<file path="config.mk">
export PLATFORM = sky130hd
export DESIGN_NAME = count_display_driver_flat
export DESIGN_NICKNAME = d
export VERILOG_FILES = /design/src/rtl/count_display_driver_pkg.sv /design/src/rtl/count_display_driver_if.sv /design/src/rtl/count_display_driver_hex_to_seg7.sv /design/src/rtl/count_display_driver.sv /design/src/flat_wrapper.sv
export SDC_FILE = /design/constraint.sdc
export NUM_CORES = 1
export LEC_CHECK = 0
export CORE_AREA = 2 2 58 60
export CTS_BUF_LIST = sky130_fd_sc_hd__clkbuf_16
export DETAILED_ROUTE_END_ITERATION = 7
export DIE_AREA = 0 0 60 62
export GPL_ROUTABILITY_DRIVEN = 0
export PLACE_DENSITY = 0.68
export SETUP_SLACK_MARGIN = 0.15
export SLEW_MARGIN = 40
export SYNTH_ARGS = -nofsm -noshare
export SYNTH_HDL_FRONTEND = slang
export SYNTH_SLANG_ARGS = --single-unit
</file>
<file path="constraint.sdc">
create_clock -name clk -period 1.8 [get_ports clk]
set_input_delay 0.36 -clock clk [delete_from_list [all_inputs] [get_ports clk]]
set_output_delay 0.36 -clock clk [all_outputs]
set_load 0.02 [all_outputs]
</file>
<file path="src/rtl/count_display_driver_pkg.sv">
// Shared constants for the count/tally display driver: hex-to-segment table
// and the all-off patterns for segments and anodes.
package count_disp_pkg;

   localparam logic [6:0] SEG_BLANK = 7'h7F;
   localparam logic [1:0] AN_OFF    = 2'b11;

   // Active-low {g,f,e,d,c,b,a}; entry [n] is the glyph for hex digit n.
   localparam logic [15:0][6:0] HEX7_TABLE = {
      7'h0E, 7'h06, 7'h21, 7'h46,   // F E d C
      7'h03, 7'h08, 7'h10, 7'h00,   // b A 9 8
      7'h78, 7'h02, 7'h12, 7'h19,   // 7 6 5 4
      7'h30, 7'h24, 7'h79, 7'h40    // 3 2 1 0
   };

endpackage

</file>
<file path="src/rtl/count_display_driver_if.sv">
// Counter input and display outputs of the count display driver.
interface count_display_driver_if;

   logic [3:0] count;
   logic [6:0] seg;
   logic [1:0] an;
   logic       wrap_pulse;

   modport master (output count, input seg, an, wrap_pulse);
   modport slave  (input count, output seg, an, wrap_pulse);

endinterface

</file>
<file path="src/rtl/count_display_driver_hex_to_seg7.sv">
// Combinational hex digit to active-low 7-segment glyph lookup.
module hex_to_seg7
   import count_disp_pkg::*;
(
   input  logic [3:0] hex,
   output logic [6:0] seg
);

   assign seg = HEX7_TABLE[hex];

endmodule

</file>
<file path="src/rtl/count_display_driver.sv">
// Tracks 15->0 wraps of an upstream counter and scans count (digit 0) and
// wrap tally (digit 1) onto a 2-digit common-anode 7-segment display.
//
// state  | meaning
// DIG_LO | digit 0 lit, showing the frame-latched count
// DIG_HI | digit 1 lit, showing the frame-latched wrap tally
module count_display_driver
   import count_disp_pkg::*;
#(
   parameter int REFRESH_DIV = 4,
   parameter bit BLANK_HI    = 1'b1
) (
   input  logic                  clk,
   input  logic                  reset,
   count_display_driver_if.slave bus
);

   localparam int DIV_W = $clog2(REFRESH_DIV);
   localparam logic [DIV_W-1:0] DIV_LAST = DIV_W'(REFRESH_DIV - 1);

   localparam logic [0:0] DIG_LO = 1'b0;
   localparam logic [0:0] DIG_HI = 1'b1;

   logic [3:0]       prev_q,    prev_d;
   logic [3:0]       tally_q,   tally_d;
   logic             wrap_q,    wrap_d;
   logic [DIV_W-1:0] div_q,     div_d;
   logic [0:0]       sel_q,     sel_d;
   logic [3:0]       disp_lo_q, disp_lo_d;
   logic [3:0]       disp_hi_q, disp_hi_d;
   logic [6:0]       seg_q,     seg_d;
   logic [1:0]       an_q,      an_d;

   logic             wrap_evt;
   logic             clr_evt;
   logic             frame_tick;
   logic [3:0]       hex_sel;
   logic [6:0]       seg_hex;

   assign hex_sel = (sel_q == DIG_HI) ? disp_hi_q : disp_lo_q;

   hex_to_seg7 u_hex_to_seg7 (
      .hex (hex_sel),
      .seg (seg_hex)
   );

   always_comb begin
      wrap_evt   = (prev_q == 4'hF) && (bus.count == 4'h0);
      // A drop to 0 from anywhere but 15 (or 0) is the upstream counter being reset.
      clr_evt    = (bus.count == 4'h0) && (prev_q != 4'h0) && (prev_q != 4'hF);
      frame_tick = (div_q == DIV_LAST);

      prev_d  = bus.count;
      wrap_d  = wrap_evt;
      tally_d = tally_q;
      if (wrap_evt) begin
         tally_d = tally_q + 4'd1;
      end else if (clr_evt) begin
         tally_d = 4'h0;
      end

      div_d = frame_tick ? '0 : div_q + DIV_W'(1);
      sel_d = frame_tick ? ~sel_q : sel_q;

      // Latch at end of frame so a digit never changes while lit; takes the pre-update tally.
      disp_lo_d = disp_lo_q;
      disp_hi_d = disp_hi_q;
      if (frame_tick && (sel_q == DIG_HI)) begin
         disp_lo_d = bus.count;
         disp_hi_d = tally_q;
      end

      an_d  = (sel_q == DIG_LO) ? 2'b10 : 2'b01;
      seg_d = seg_hex;
      if (BLANK_HI && (sel_q == DIG_HI) && (disp_hi_q == 4'h0)) begin
         seg_d = SEG_BLANK;
      end
   end

   always_ff @(posedge clk or posedge reset) begin
      if (reset) begin
         prev_q    <= 4'h0;
         tally_q   <= 4'h0;
         wrap_q    <= 1'b0;
         div_q     <= '0;
         sel_q     <= DIG_LO;
         disp_lo_q <= 4'h0;
         disp_hi_q <= 4'h0;
         seg_q     <= SEG_BLANK;
         an_q      <= AN_OFF;
      end else begin
         prev_q    <= prev_d;
         tally_q   <= tally_d;
         wrap_q    <= wrap_d;
         div_q     <= div_d;
         sel_q     <= sel_d;
         disp_lo_q <= disp_lo_d;
         disp_hi_q <= disp_hi_d;
         seg_q     <= seg_d;
         an_q      <= an_d;
      end
   end

   assign bus.seg        = seg_q;
   assign bus.an         = an_q;
   assign bus.wrap_pulse = wrap_q;

endmodule

</file>
<file path="src/flat_wrapper.sv">
// flat-port wrapper written by rule: the top's interface ports become plain ports
module count_display_driver_flat import count_disp_pkg::*;
#(
   parameter int REFRESH_DIV = 4,
   parameter bit BLANK_HI    = 1'b1
)
  (clk, reset, bus_count, bus_seg, bus_an, bus_wrap_pulse);
  count_display_driver_if bus_i ();
  input  logic clk;
  input  logic reset;
  input wire logic [$bits(bus_i.count)-1:0] bus_count;
  output wire logic [$bits(bus_i.seg)-1:0] bus_seg;
  output wire logic [$bits(bus_i.an)-1:0] bus_an;
  output wire logic [$bits(bus_i.wrap_pulse)-1:0] bus_wrap_pulse;
  assign bus_i.count = bus_count;
  assign bus_seg = bus_i.seg;
  assign bus_an = bus_i.an;
  assign bus_wrap_pulse = bus_i.wrap_pulse;
  count_display_driver #(.REFRESH_DIV(REFRESH_DIV), .BLANK_HI(BLANK_HI)) u_core (.clk(clk), .reset(reset), .bus(bus_i));
endmodule
</file>
==> impl_metrics.tcl <==
set metrics [dict create \
    yosys.area.top_type "dfrtp_1" \
    worstHoldPathType "reg2reg" \
    drt_iter0_drc 21 \
    finalCriticalPeriod_ns 1.62 \
    clock_skew_ns 0.00673 \
    hold_violations 0 \
    synthDominantCellAreaShare_pct 36.9 \
    cp-end-kind "flop" \
    wl_per_cell_microns 13.8 \
    diodes 0 \
    cp.required_ns 1.99 \
    overflow 0 \
    met3_usage_pct 5.59 \
    clk_path_buf_depth 2 \
    hpwlAfterDp_microns 1760 \
    cts_hold_buf 0 \
    final_net_count 156 \
    global_route.usage.met2_pct 28.7 \
    synth_area_sq_mm 0.00136 \
    rsz0062_at_grt "true" \
    cts_sinks 29 \
    die_w_microns 60 \
    r2r_start "u_core.sel_q" \
    grt_max_degree 30 \
    grt_use_total_pct 16.2 \
    pin_count 16 \
    outcome "finished clean" \
    placed_cells 174 \
    ant_nets 0 \
    stdcell_count 189 \
    grt.busiest_layer "met2" \
    synth_cells 109 \
    clock-root-buffer "clkbuf_16" \
    synth-main-ff-cell "dfrtp_1" \
    period_share_pct 90.0 \
    peakVddDrop_mv 0.565 \
    hold_path_startpoint "u_core.div_q[0]" \
    cts_tree "done" \
    drive_above_1_share_pct 38.5 \
    worst_slew_pin_slew_ns 0.468 \
    dr.pass1.iters 4 \
    areaGrowthSynthToFinish_pct 39.9 \
    fmax_ghz 0.617 \
    path_clk_slew_ns 0.05 \
    setup_viol_count_final 0 \
    async_flop_share_pct 100 \
    power.density_mw_per_mm2 949 \
    drv_cap 0 \
    grt_pass1_vias 932 \
    syn_area_per_cell_sq_um 12.5 \
    slew_violations 0 \
    crit_type "reg2reg" \
    seq_area_frac_synth_pct 54.3 \
    rows 21 \
    fin_util_pct 59.7 \
    insertion_delay_ns 0.27 \
    crit_fanout 4 \
    antenna_found_initial 0 \
    io_buffers 15 \
    drt-vias-per-instance 5.00 \
    synth_edf_count 0 \
    critPathArrivalTime_ns 1.82 \
    grtUsageMet1_pct 17.0 \
    vias 945 \
    die_area_sq_mm 0.00372 \
    yosysUniqueCellTypes 34 \
    drt_wl_total_microns 2600 \
    die_h_microns 62 \
    cts_buffers 5 \
    htree_levels 2 \
    synth-seq-cells 29 \
    synthesis.nets 123 \
    start_kind "flop" \
    cp-startpoint "u_core.sel_q" \
    start_util_pct 42.7 \
    drc 0 \
    synth.area.top_cells "dfrtp_1 (37%), dfstp_2 (17%), mux2_2 (8.3%), ha_1 (7.4%), mux2i_1 (2.2%)" \
    power.leakage_nw 0.831 \
    core_area_sq_mm 0.00318 \
    grt_pass1_wl_microns 4180 \
    yosys_warnings 0 \
    slew_headroom_pct 67.9 \
]
==> Yosys cell counts (2+ instances only) <==
cell type  number
dfrtp_1        20
mux2_2         10
dfstp_2         9
ha_1            8
nand2_1         7
inv_1           6
nor2_1          4
o21ai_0         4
a21oi_1         3
mux2i_1         3
nand2b_1        3
nand3_1         3
nor2b_1         3
o221ai_1        3
buf_6           2
nor3_1          2
o311ai_0        2
==> routing by layer <==
layer | vias up | share of wire [%]
li1 | 459 | -
met1 | 453 | 40
met2 | 24 | 53
met3 | 9 | 4.3
met4 | 0 | 2.8
met5 | - | 0
==> final cells by class <==
type	count	area (sq um)
Clock buffer	5	125
Tap cell	46	57.6
Inverter	6	25.0
Sequential cell	29	738
Fill cell	256	1280
Clock inverter	3	41.3
Timing Repair Buffer	28	240
Multi-Input combinational cell	72	672
==> sequential cells by signal, summed over array words and instances, names as in the netlist <==
| name | count |
|---|---|
| u_core.bus.seg | 7 |
| u_core.disp_hi_q | 4 |
| u_core.disp_lo_q | 4 |
| u_core.prev_q | 4 |
| u_core.tally_q | 4 |
| u_core.bus.an | 2 |
| u_core.div_q | 2 |
| u_core.bus.wrap_pulse | 1 |
| u_core.sel_q | 1 |
==> through the flow <==
step	power (mW)	setup WS, ns	setup TNS [ns]	cell area, sq um	hold WS, ns
after floorplan	0.806	0.147	0	1380	0.391
after global placement	0.866	0.0481	0	1610	0.413
after detailed placement	0.870	-0.0829	-0.108	1610	0.424
after CTS	1.80	0.156	0	1810	0.430
after global routing	1.87	0.0988	0	1900	0.472
final	1.80	0.180	0	1900	0.427
==> power breakdown <==
group          switching [mW]  total, mW  internal (mW)
clock                   0.279      0.924          0.645
combinational          0.0907      0.173         0.0824
sequential             0.0154      0.705          0.690
total                   0.385       1.80           1.42
==> worst max-delay path, stage by stage (launching register included) <==
cell and delay [ns]:
dfrtp_2 0.42, mux2i_4 0.28, inv_2 0.11, ha_4 0.19, or3_1 0.40, o221ai_2 0.07
nand2_1 0.07
==> layout by cell type, fill, tap and decap left out, types with 2 or more instances in the layout <==
master           count
nand2_1              7
clkbuf_16            5
ha_4                 4
mux2i_4              2
dfstp_2              9
o21ai_0              2
mux2i_1              2
o311ai_0             2
nor2b_4              2
nor2_1               4
buf_4               12
dlygate4sd2_1        9
nand2b_1             3
o221ai_1             2
dfrtp_1             19
nand3_1              3
inv_1                4
ha_1                 4
mux2_2               9
a21oi_1              3
nor3_1               2
clkdlybuf4s50_1      6
o21ai_1              3
==> logic make-up (layout without fill, tap and decap cells) <==
group / after synthesis / count (layout) / share of synthesized area (%)
compound gates: 19 / 19 / 10.6
simple gates: 29 / 29 / 11.6
fa+ha+maj: 8 / 8 / 7.37
xor+xnor: 2 / 2 / 1.29
buf+inv: 8 / 42 / 3.32
mux: 14 / 14 / 11.5
flops: 29 / 29 / 54.3
==> repair_timing <==
item                                    CTS  global route
pin swaps                                 0             3
endpoints found under the setup margin   12             5
setup buffers                             4             3
resized for setup                        11            14
endpoints found under the hold margin     0             0
==> path summary, 6_finish.rpt <==
check,slack (ns),endpoint,cells after the start
min in group asynchronous,0.46,u_core.disp_hi_q[2],3
max in group asynchronous,1.04,u_core.bus.an[1],3
hold reg to reg,0.43,u_core.div_q[0],1
setup / recovery,0.18,u_core.bus.seg[0],6
hold / removal,0.43,u_core.div_q[0],1
setup reg to reg,0.18,u_core.bus.seg[0],6
(Power assumes the default switching activity.)
